==> src/rtl/aibcr3_preclkbuf_seq.sv <==
`default_nettype none
// ============================================================================
// Module  : aibcr3_preclkbuf_seq
// Brief   : Pre-clock-buffer sequencer. Powers the buffer, opens the clock gate
//           after a settle dwell, closes it glitch-free on disable or source change.
// Revision: 1.0  initial release
// ============================================================================
module aibcr3_preclkbuf_seq #(
  parameter int CNT_W = 4
) (
  input  logic             clk,
  input  logic             rst,
  input  logic             en_req,
  input  logic             src_sel,
  input  logic [CNT_W-1:0] cfg_settle,
  input  logic [CNT_W-1:0] cfg_drain,
  output logic             pwr_en,
  output logic             mux_sel,
  output logic             gate_en,
  output logic             en_ack,
  output logic             busy
);

  typedef enum logic [2:0] {
    ST_OFF     = 3'd0,
    ST_PWRUP   = 3'd1,
    ST_ON      = 3'd2,
    ST_GATEOFF = 3'd3,
    ST_SWITCH  = 3'd4
  } state_t;

  localparam logic [CNT_W-1:0] C_CNT_ONE = {{(CNT_W-1){1'b0}}, 1'b1};

  state_t           r_state, w_state_nxt;
  logic [CNT_W-1:0] r_cnt,   w_cnt_nxt;
  logic             r_pwr,   w_pwr_nxt;
  logic             r_mux,   w_mux_nxt;
  logic             r_gate,  w_gate_nxt;
  logic             r_ack,   w_ack_nxt;
  logic             r_busy,  w_busy_nxt;
  logic             w_cnt_zero;

  assign w_cnt_zero = (r_cnt == '0);

  always_ff @(posedge clk or posedge rst) begin
    if (rst) begin
      r_state <= ST_OFF;
      r_cnt   <= '0;
      r_pwr   <= 1'b0;
      r_mux   <= 1'b0;
      r_gate  <= 1'b0;
      r_ack   <= 1'b0;
      r_busy  <= 1'b0;
    end else begin
      r_state <= w_state_nxt;
      r_cnt   <= w_cnt_nxt;
      r_pwr   <= w_pwr_nxt;
      r_mux   <= w_mux_nxt;
      r_gate  <= w_gate_nxt;
      r_ack   <= w_ack_nxt;
      r_busy  <= w_busy_nxt;
    end
  end

  // Outputs are computed for the state being entered so every output is a flop.
  always_comb begin
    w_state_nxt = r_state;
    w_cnt_nxt   = r_cnt;
    w_pwr_nxt   = r_pwr;
    w_mux_nxt   = r_mux;
    w_gate_nxt  = r_gate;
    w_ack_nxt   = r_ack;
    w_busy_nxt  = r_busy;
    case (r_state)
      ST_OFF: begin
        w_mux_nxt = src_sel;
        if (en_req) begin
          w_state_nxt = ST_PWRUP;
          w_cnt_nxt   = cfg_settle;
          w_pwr_nxt   = 1'b1;
          w_busy_nxt  = 1'b1;
        end
      end
      ST_PWRUP: begin
        // A dropped request beats settle completion so the gate never opens
        // for a path that is no longer wanted.
        if (!en_req) begin
          w_state_nxt = ST_GATEOFF;
          w_cnt_nxt   = cfg_drain;
        end else if (w_cnt_zero) begin
          w_state_nxt = ST_ON;
          w_gate_nxt  = 1'b1;
          w_ack_nxt   = 1'b1;
          w_busy_nxt  = 1'b0;
        end else begin
          w_cnt_nxt = r_cnt - C_CNT_ONE;
        end
      end
      ST_ON: begin
        if (!en_req || (src_sel != r_mux)) begin
          w_state_nxt = ST_GATEOFF;
          w_cnt_nxt   = cfg_drain;
          w_gate_nxt  = 1'b0;
          w_ack_nxt   = 1'b0;
          w_busy_nxt  = 1'b1;
        end
      end
      ST_GATEOFF: begin
        if (w_cnt_zero) begin
          if (!en_req) begin
            w_state_nxt = ST_OFF;
            w_pwr_nxt   = 1'b0;
            w_busy_nxt  = 1'b0;
          end else begin
            w_state_nxt = ST_SWITCH;
            w_mux_nxt   = src_sel;
            w_cnt_nxt   = cfg_settle;
          end
        end else begin
          w_cnt_nxt = r_cnt - C_CNT_ONE;
        end
      end
      ST_SWITCH: begin
        if (w_cnt_zero) begin
          if (en_req) begin
            w_state_nxt = ST_ON;
            w_gate_nxt  = 1'b1;
            w_ack_nxt   = 1'b1;
            w_busy_nxt  = 1'b0;
          end else begin
            w_state_nxt = ST_GATEOFF;
            w_cnt_nxt   = cfg_drain;
          end
        end else begin
          w_cnt_nxt = r_cnt - C_CNT_ONE;
        end
      end
      default: begin
        w_state_nxt = ST_OFF;
        w_cnt_nxt   = '0;
        w_pwr_nxt   = 1'b0;
        w_gate_nxt  = 1'b0;
        w_ack_nxt   = 1'b0;
        w_busy_nxt  = 1'b0;
      end
    endcase
  end

  assign pwr_en  = r_pwr;
  assign mux_sel = r_mux;
  assign gate_en = r_gate;
  assign en_ack  = r_ack;
  assign busy    = r_busy;

endmodule
`default_nettype wire

==> config.mk <==
export PLATFORM = sky130hd
export DESIGN_NAME = aibcr3_preclkbuf_seq
export DESIGN_NICKNAME = d
export VERILOG_FILES = /design/src/rtl/aibcr3_preclkbuf_seq.sv
export SDC_FILE = /design/constraint.sdc
export NUM_CORES = 1
export LEC_CHECK = 0
export ABC_AREA = 1
export BUFFER_PORTS_ARGS = -buffer_cell sky130_fd_sc_hd__buf_4
export CAP_MARGIN = 20
export CORE_MARGIN = 10
export CORE_UTILIZATION = 53
export DETAILED_ROUTE_END_ITERATION = 12
export PLACE_DENSITY = 0.77
export RECOVER_POWER = 25
export SLEW_MARGIN = 20
export SYNTH_ARGS = -nofsm -noshare
export SYNTH_HDL_FRONTEND = slang
export SYNTH_SLANG_ARGS = --single-unit
==> constraint.sdc <==
create_clock -name clk -period 1.6 [get_ports clk]
set_input_delay 0.32 -clock clk [delete_from_list [all_inputs] [get_ports clk]]
set_output_delay 0.32 -clock clk [all_outputs]
set_load 0.005 [all_outputs]
Yosys cells after proc, flatten, opt, wreduce, memory -nomap -nowiden
Index checks and enable logic that the tools add are counted.
{"block": "totals", "word_cells": 74, "out_inout_bits": 5, "reg_bits": 11, "inputBits": 12}
{"block": "op_classes", "n_mux": 35, "eq_ne": 17, "n_reduce_logical": 13, "bitwise": 2, "addsub": 1}
{"operator": "$mux W4", "n": 7}
{"operator": "$mux W3", "n": 7}
{"operator": "$pmux W4 S5", "n": 1}
{"operator": "$ne A2 B2 Y1 const B", "n": 9}
{"operator": "$mux W1", "n": 15}
{"operator": "$pmux W3 S5", "n": 1}
{"operator": "$ne A3 B3 Y1 const B", "n": 3}
{"operator": "$reduce_and A8 Y1", "n": 1}
{"operator": "$eq A3 B2 Y1 const B", "n": 2}
{"operator": "$reduce_and A3 Y1", "n": 2}
{"operator": "$reduce_and A6 Y1", "n": 1}
{"operator": "$pmux W1 S5", "n": 1}
{"operator": "$reduce_and A5 Y1", "n": 1}
{"operator": "$logic_not A4 Y1", "n": 1}
{"operator": "$pmux W1 S4", "n": 1}
{"operator": "$reduce_and A4 Y1", "n": 1}
{"operator": "$sub A4 B1 Y4 const B", "n": 1}
{"operator": "$eq A3 B1 Y1 const B", "n": 1}
{"operator": "$eq A3 B3 Y1 const B", "n": 1}
{"operator": "$logic_not A3 Y1", "n": 1}
{"operator": "$pmux W1 S3", "n": 1}
{"operator": "$reduce_or A3 Y1", "n": 1}
{"operator": "$not A1 Y1", "n": 2}
{"operator": "$pmux W1 S2", "n": 1}
{"operator": "5 further kinds", "n": 5}

Depth between registers and ports, before layout
Gate-level depths: netlist (run 1).
{"block": "depth", "depth_word": 4, "mapped_depth": 11, "mapped_depth_nobuf": 11}

Worst setup path before layout (run 1)
No wires, ideal clock.
{"block": "synth_path", "path_kind": "register to register", "start": "reg r_cnt[0]", "end": "reg r_busy (netlist: busy)", "arrival_ns": 1.312, "path_slack_ns": 0.171, "path_buffers": 0, "setup_ns": 0.116, "period_less_slack_ns": 1.429, "stages_incl_launch_ff": 10, "t_required_ns": 1.484, "cell_sequence": "dfrtp_1 inv_1 ha_1 nand2_2 nand2_1 o21ai_2 nor2_4 nand2_1 nand2_1 nand2_1"}
{"block": "synth_via", "elab_chain_cells": 3, "elab_cells_between_ends": 5, "cone_classes": "3 x eq/ne; 2 x reduce/logical"}
{"element": "start, declared", "line": "35", "text": "logic [CNT_W-1:0] r_cnt, w_cnt_nxt;"}
{"element": "start signal, assigned", "line": "56", "text": "r_cnt <= w_cnt_nxt;"}
{"element": "$logic_not A4 Y1 (*)", "line": "43", "text": "assign w_cnt_zero = (r_cnt == '0);"}
{"element": "$ne A2 B2 Y1 (no source line)"}
{"element": "$reduce_and A8 Y1 (no source line) (*)"}
{"element": "end signal, assigned", "line": "61", "text": "r_busy <= w_busy_nxt;"}
{"element": "end, declared", "line": "40", "text": "logic r_busy, w_busy_nxt;"}
Every way passes the cells marked *; elsewhere a longest branch is shown, timed or not.
A chain may end at the register's enable or synchronous reset.

Final worst setup path (run 1)
{"block": "layout_path", "start": "reg r_state[2]", "end": "reg r_busy (netlist: busy)"}
{"block": "layout_via", "elab_chain_cells": 3, "elab_cells_between_ends": 15, "cone_classes": "12 x eq/ne; 1 x mux; 2 x reduce/logical"}
{"element": "start, declared", "line": "34", "text": "state_t r_state, w_state_nxt;"}
{"element": "start signal, assigned", "line": "55", "text": "r_state <= w_state_nxt;"}
{"element": "$eq A3 B2 Y1, or another cell as far along", "line": "74", "text": "case (r_state)"}
{"element": "$ne A2 B2 Y1 (no source line)"}
{"element": "$reduce_and A8 Y1 (no source line)"}
Several ways; a longest one is shown, not always the timed one.

==> results of run 1 <==
==> worst paths after layout <==
| check | startpoint | endpoint | cells past startpoint |
|---|---|---|---|
| min in group clk | src_sel | mux_sel$_DFFE_PP0P_ | 3 |
| min | rst | r_state[0]$_DFFE_PP0P_ | 2 |
| max | r_state[2]$_DFFE_PP0P_ | busy$_DFFE_PP0P_ | 9 |
| max in group asynchronous | rst | r_cnt[1]$_DFFE_PP0P_ | 2 |
| min reg2reg | busy$_DFFE_PP0P_ | busy$_DFFE_PP0P_ | 2 |
| max reg2reg | r_state[2]$_DFFE_PP0P_ | busy$_DFFE_PP0P_ | 9 |
==> per-stage QoR <==
stage	util, %	hold slack, ps	setup slack (ps)	area, µm²	setup TNS [ps]
after floorplan	-	172.4	171.1	889.6	0
after global placement	66.48	347.9	114.2	1025	0
after detailed placement	66.48	362.6	76.86	1025	0
after CTS	68.18	59.23	63.29	1051	0
after global routing	69.16	56.64	-3.823	1066	-3.823
final	69.16	34.34	120.0	1066	0
==> flip-flops by register name, indices dropped and copies added, names as in the netlist <==
name and flops:
r_cnt 4, mux_sel 1, r_state 3, pwr_en 1
busy 1, en_ack 1
==> final cells by class <==
class	instances	area, µm²
Tap cell	16	20.02
Multi-Input combinational cell	115	549.3
Sequential cell	11	275.3
Inverter	18	67.56
Fill cell	150	475.5
Clock buffer	4	26.28
Timing Repair Buffer	17	127.6
==> synth_stat cells, types with 2 or more instances <==
library cell	n	share of area, %
dfrtp_1	11	31
inv_1	10	4.2
inv_2	8	3.4
nand2_1	58	24
nand3_1	20	11
nand4_1	3	2.1
nor2_1	12	5.1
nor2_4	2	2.5
o21ai_0	4	2.3
o21ai_1	7	3.9
==> power by group through the flow <==
stage	sequential, mW	combinational [mW]	clock (mW)
after floorplan	0.535	1.09	0
after global placement	0.550	1.41	0
after detailed placement	0.555	1.44	0
after CTS	0.550	1.45	0.211
after global routing	0.571	1.67	0.228
final	0.551	1.47	0.213
==> metal layers <==
layer	part of all wire, %	up-vias	wire (µm)	global-route usage (%)
li1	-	508	-	-
met1	45	443	1036	15.48
met2	48	29	1125	22.42
met3	5.4	5	126	3.549
met4	1.4	0	33	7.837
met5	0	-	0	0
==> logic make-up (layout without fill, tap and decap cells) <==
family          after synthesis  in the layout  synth area share (%)
simple gates                101            101                 50.49
buf+inv                      20             39                 9.002
compound gates               12             12                 7.173
flops                        11             11                 30.94
fa+ha+maj                     1              1                 1.406
xor+xnor                      1              1                0.9847
==> results.cfg, run 1 <==
[power]
power_density_nw_per_um2 = 2096
p_clk_share_pct = 9.5
vdd_drop_max_mv = 0.9713
switching_share_pct = 52.15
power_frac_seq_pct = 24.7
cellLeakagePower_nw = 0.6024
comb_power_share_pct = 65.8
p_total_mw = 2.234
p_sw_mw = 1.165
p_int_mw = 1.069

[flow_run]
cap_violations = 0

[synthesis]
synth.distinct_cells = 21
ys_seq_area_share_pct = 30.94
syn-num-nets = 159
synth_area_per_cell_um2 = 6.093
ys_ff_latch = 11
syn_area_um2 = 889.6
yosys_warnings = 0
synthCells = 146
async_reset_ff_share_pct = 100.0
ys.flop_type = dfrtp_1
synth_edf_count = 0

[clocking]
clkTransAtPathRegs_ps = 90
htreeDepth = 1
cts_root_buf = clkbuf_4
cts_tree = yes
ctsResizeCount = 0
cts_hold_buf = 0
clk_latency_ps = 280
numCtsBuffers = 3
post_cts_buffers = 0
clock-sinks = 11
clock_path_buffers = 2

[global_route]
grt.overflow.total = 0
grt_util_all_layers_pct = 13.62
grt_pass1_wl_um = 3912
first_global_vias = 967
antenna_found_initial = 0
grt_max_degree = 16

[sta]
final_max_slew_viol_count = 0
worst_pin_slew_ps = 452.5
fmax_mhz = 675.7
relSlewSlack_pct = 69.80
skew_ps = 5.760
fin_crit_sh_pct = 92.50
setup_viol = 0
period_needed_ps = 1480
hold_viol = 0

[layout]
final_cell_mix = nand2_1, nand3_1, buf_4
layout.nets = 179
n_antenna_cell = 0
final_common_cell = nand2_1
synthToLayoutAreaGrowth_pct = 19.83
drive_gt1_share_pct = 24.24
stdcell_count = 181

[critical_path]
cp-start-kind = flop
critPathKind = flop to flop
cp_max_fo = 6
cpMostUsedCell = nand2_1
critPathMaxStageDelay_ps = 440
crit_buf_inv = 2
cp_cell_sequence = inv_2 > nand3_2 > inv_2 > nand2_1 > nand2_1 > nor2_4 > nand2_1 > nand2_1 > nand2_1
r2r_setup_slack_ps = 120
crit_slowest_cell = dfrtp_1
critPathCaptureType = flop
arrival_ps = 1660
critPathTopFamily = simple AND/OR/NAND/NOR gates
cp.required_ps = 1780

[die]
core_area_um2 = 1541
die_h_um = 60.97
num_io_pins = 17
die_w_um = 60.97
start_util_pct = 57.71
die_area_um2 = 3717
rows = 14

[run_status]
status = complete, no violations

[detailed_routing]
dr.pass1.iters = 4
wl_per_cell_um = 12.82
num_vias = 985
via_per_inst = 5.442
ant_nets = 0
drtIter0Drc = 18
wirelength_um = 2321
drc_errors = 0

[place]
place_inst = 177
dpl.hpwl_um = 1836
place.gp.congestion = 0.9443
io_buffers = 16

[hold_path]
hp-class = input port to asynchronous set/reset pin
Note: power is estimated with default switching activity, not from simulation.
==> inputs of run 2 (changes only) <==
--- a/config.mk
+++ b/config.mk
@@ -8,10 +8,10 @@
 export ABC_AREA = 1
 export BUFFER_PORTS_ARGS = -buffer_cell sky130_fd_sc_hd__buf_4
 export CAP_MARGIN = 20
+export CORE_ASPECT_RATIO = 1.1
 export CORE_MARGIN = 10
-export CORE_UTILIZATION = 53
+export CORE_UTILIZATION = 40
 export DETAILED_ROUTE_END_ITERATION = 12
-export PLACE_DENSITY = 0.77
 export RECOVER_POWER = 25
 export SLEW_MARGIN = 20
 export SYNTH_ARGS = -nofsm -noshare
==> results.cfg, run 2 (synthesis results as in run 1) <==
[power]
power_frac_seq_pct = 23.0
power_density_nw_per_um2 = 2067
p_sw_mw = 1.164
vdd_drop_max_mv = 1.019
comb_power_share_pct = 68.2
p_int_mw = 1.116
switching_share_pct = 51.05
cellLeakagePower_nw = 0.6223
p_clk_share_pct = 8.8

[global_route]
grt.overflow.total = 0
antenna_found_initial = 0
first_global_vias = 942
grt_pass1_wl_um = 4222
grt_util_all_layers_pct = 11.21
grt_max_degree = 16

[layout]
largest_reg_flops = 4
final_cell_mix = nand2_1, nand3_1, buf_4
layout.nets = 182
fill_cells = 219
stdcell_count = 196
final_common_cell = nand2_1
top_register = r_cnt
drive_gt1_share_pct = 25.60
n_antenna_cell = 0
synthToLayoutAreaGrowth_pct = 24.05
reg.largest.list = r_cnt (4), r_state (3)

[sta]
relSlewSlack_pct = 68.91
skew_ps = 2.687
final_max_slew_viol_count = 0
period_needed_ps = 1440
setup_viol = 0
setup_ws_ps = 159.5
hold_viol = 0
fmax_mhz = 694.2
worst_pin_slew_ps = 465.8
fin_crit_sh_pct = 90.03
rsz0062_at_grt = yes

[critical_path]
timing.rr.end = r_state[0]$_DFFE_PP0P_
r2r_setup_slack_ps = 160
cp_cell_sequence = inv_1 > ha_1 > nand2_2 > nand2_2 > nand2_1 > nor2_4 > nand2_1 > nand2_1 > nand2_1
critPathMaxStageDelay_ps = 380
cp.required_ps = 1770
critPathKind = flop to flop
timing.rr.start = r_cnt[0]$_DFFE_PP0P_
crit_slowest_cell = dfrtp_1
cpMostUsedCell = nand2_1
cp-start-kind = flop
r2r_cells = 9
arrival_ps = 1610
cp_max_fo = 6
critPathCaptureType = flop

[die]
rows = 17
start_util_pct = 43.12
num_io_pins = 17
core_area_um2 = 2063
die_area_um2 = 4512
die_h_um = 69.46
die_w_um = 64.97

[place]
dp_slack_ps = 135.9
io_buffers = 16
place.gp.congestion = 0.8629
place_inst = 192
dpl.hpwl_um = 1913

[detailed_routing]
wirelength_um = 2393
via_per_inst = 4.990
dr.pass1.iters = 4
drc_errors = 0
num_vias = 978
wl_per_cell_um = 12.21
drtIter0Drc = 45
ant_nets = 0

[clocking]
clkTransAtPathRegs_ps = 80
numCtsBuffers = 3
post_cts_buffers = 0
htreeDepth = 1
cts_root_buf = clkbuf_4
cts_tree = yes
clk_latency_ps = 280
clock-sinks = 11
clock_path_buffers = 2

[run_status]
status = complete, no violations

[flow_run]
cap_violations = 0

[hold_path]
hp-class = input port to asynchronous set/reset pin
[run 2: critical path, delay by kind of cell (launching register included)]
family / cells / cell delay [ps]
DFF: 1 / 380
adders and majority gates: 1 / 190
and+or+nand+nor: 7 / 680
buffers and inverters: 1 / 90
[run 2: area by class of cell]
cell class / count / area (µm²) / area share, %
inverter: 18 / 67.56 / 6.122
timing repair buffer: 20 / 150.1 / 13.61
multi-input combinational: 115 / 549.3 / 49.77
sequential: 11 / 275.3 / 24.94
tap: 28 / 35.03 / 3.175
clock buffer: 4 / 26.28 / 2.381
[run 2: metrics by stage]
stage	instance area [µm²]	setup TNS, ps	total power, mW	hold slack [ps]	util [%]
floorplan	889.6	0	1.629	172.4	-
global placement	1062	0	2.065	358.9	51.49
detailed placement	1062	0	2.063	370.9	51.49
CTS	1089	0	2.274	60.96	52.76
global route	1104	-5.671	2.584	69.42	53.49
finish	1104	0	2.281	52.56	53.49
[run 2: metal layers]
layer	global-route usage, %	share of wire, %	vias up
met3	3.865	8.0	4
met4	4.245	1.4	0
met5	0	0	-
met1	14.84	48	431
met2	16.09	43	35
li1	-	-	508
[run 2: timing repair]
item                                    in CTS  in global routing
gates resized for setup                      0                  5
endpoints found under the setup margin       0                  8
hold buffers                                 0                  0
[run 2: how the worst max path moves through the flow]
stage,startpoint,endpoint,slack [ps],cells after the start
floorplan,r_cnt[0]$_DFFE_PP0P_,busy$_DFFE_PP0P_,170,9
global placement,r_cnt[0]$_DFFE_PP0P_,r_cnt[1]$_DFFE_PP0P_,160,11
detailed placement,r_cnt[0]$_DFFE_PP0P_,r_state[0]$_DFFE_PP0P_,140,9
CTS,r_cnt[0]$_DFFE_PP0P_,r_state[0]$_DFFE_PP0P_,100,9
global route,r_cnt[0]$_DFFE_PP0P_,r_state[0]$_DFFE_PP0P_,-4,9
finish,r_cnt[0]$_DFFE_PP0P_,r_state[0]$_DFFE_PP0P_,160,9
[run 2: power by group through the flow]
stage          clock, mW  sequential (mW)  combinational, mW
2_1_floorplan          0            0.535               1.09
3_3_place_gp           0            0.527               1.54
3_5_place_dp           0            0.531               1.53
4_1_cts            0.209            0.527               1.54
5_1_grt            0.221            0.550               1.81
6_report           0.202            0.524               1.56
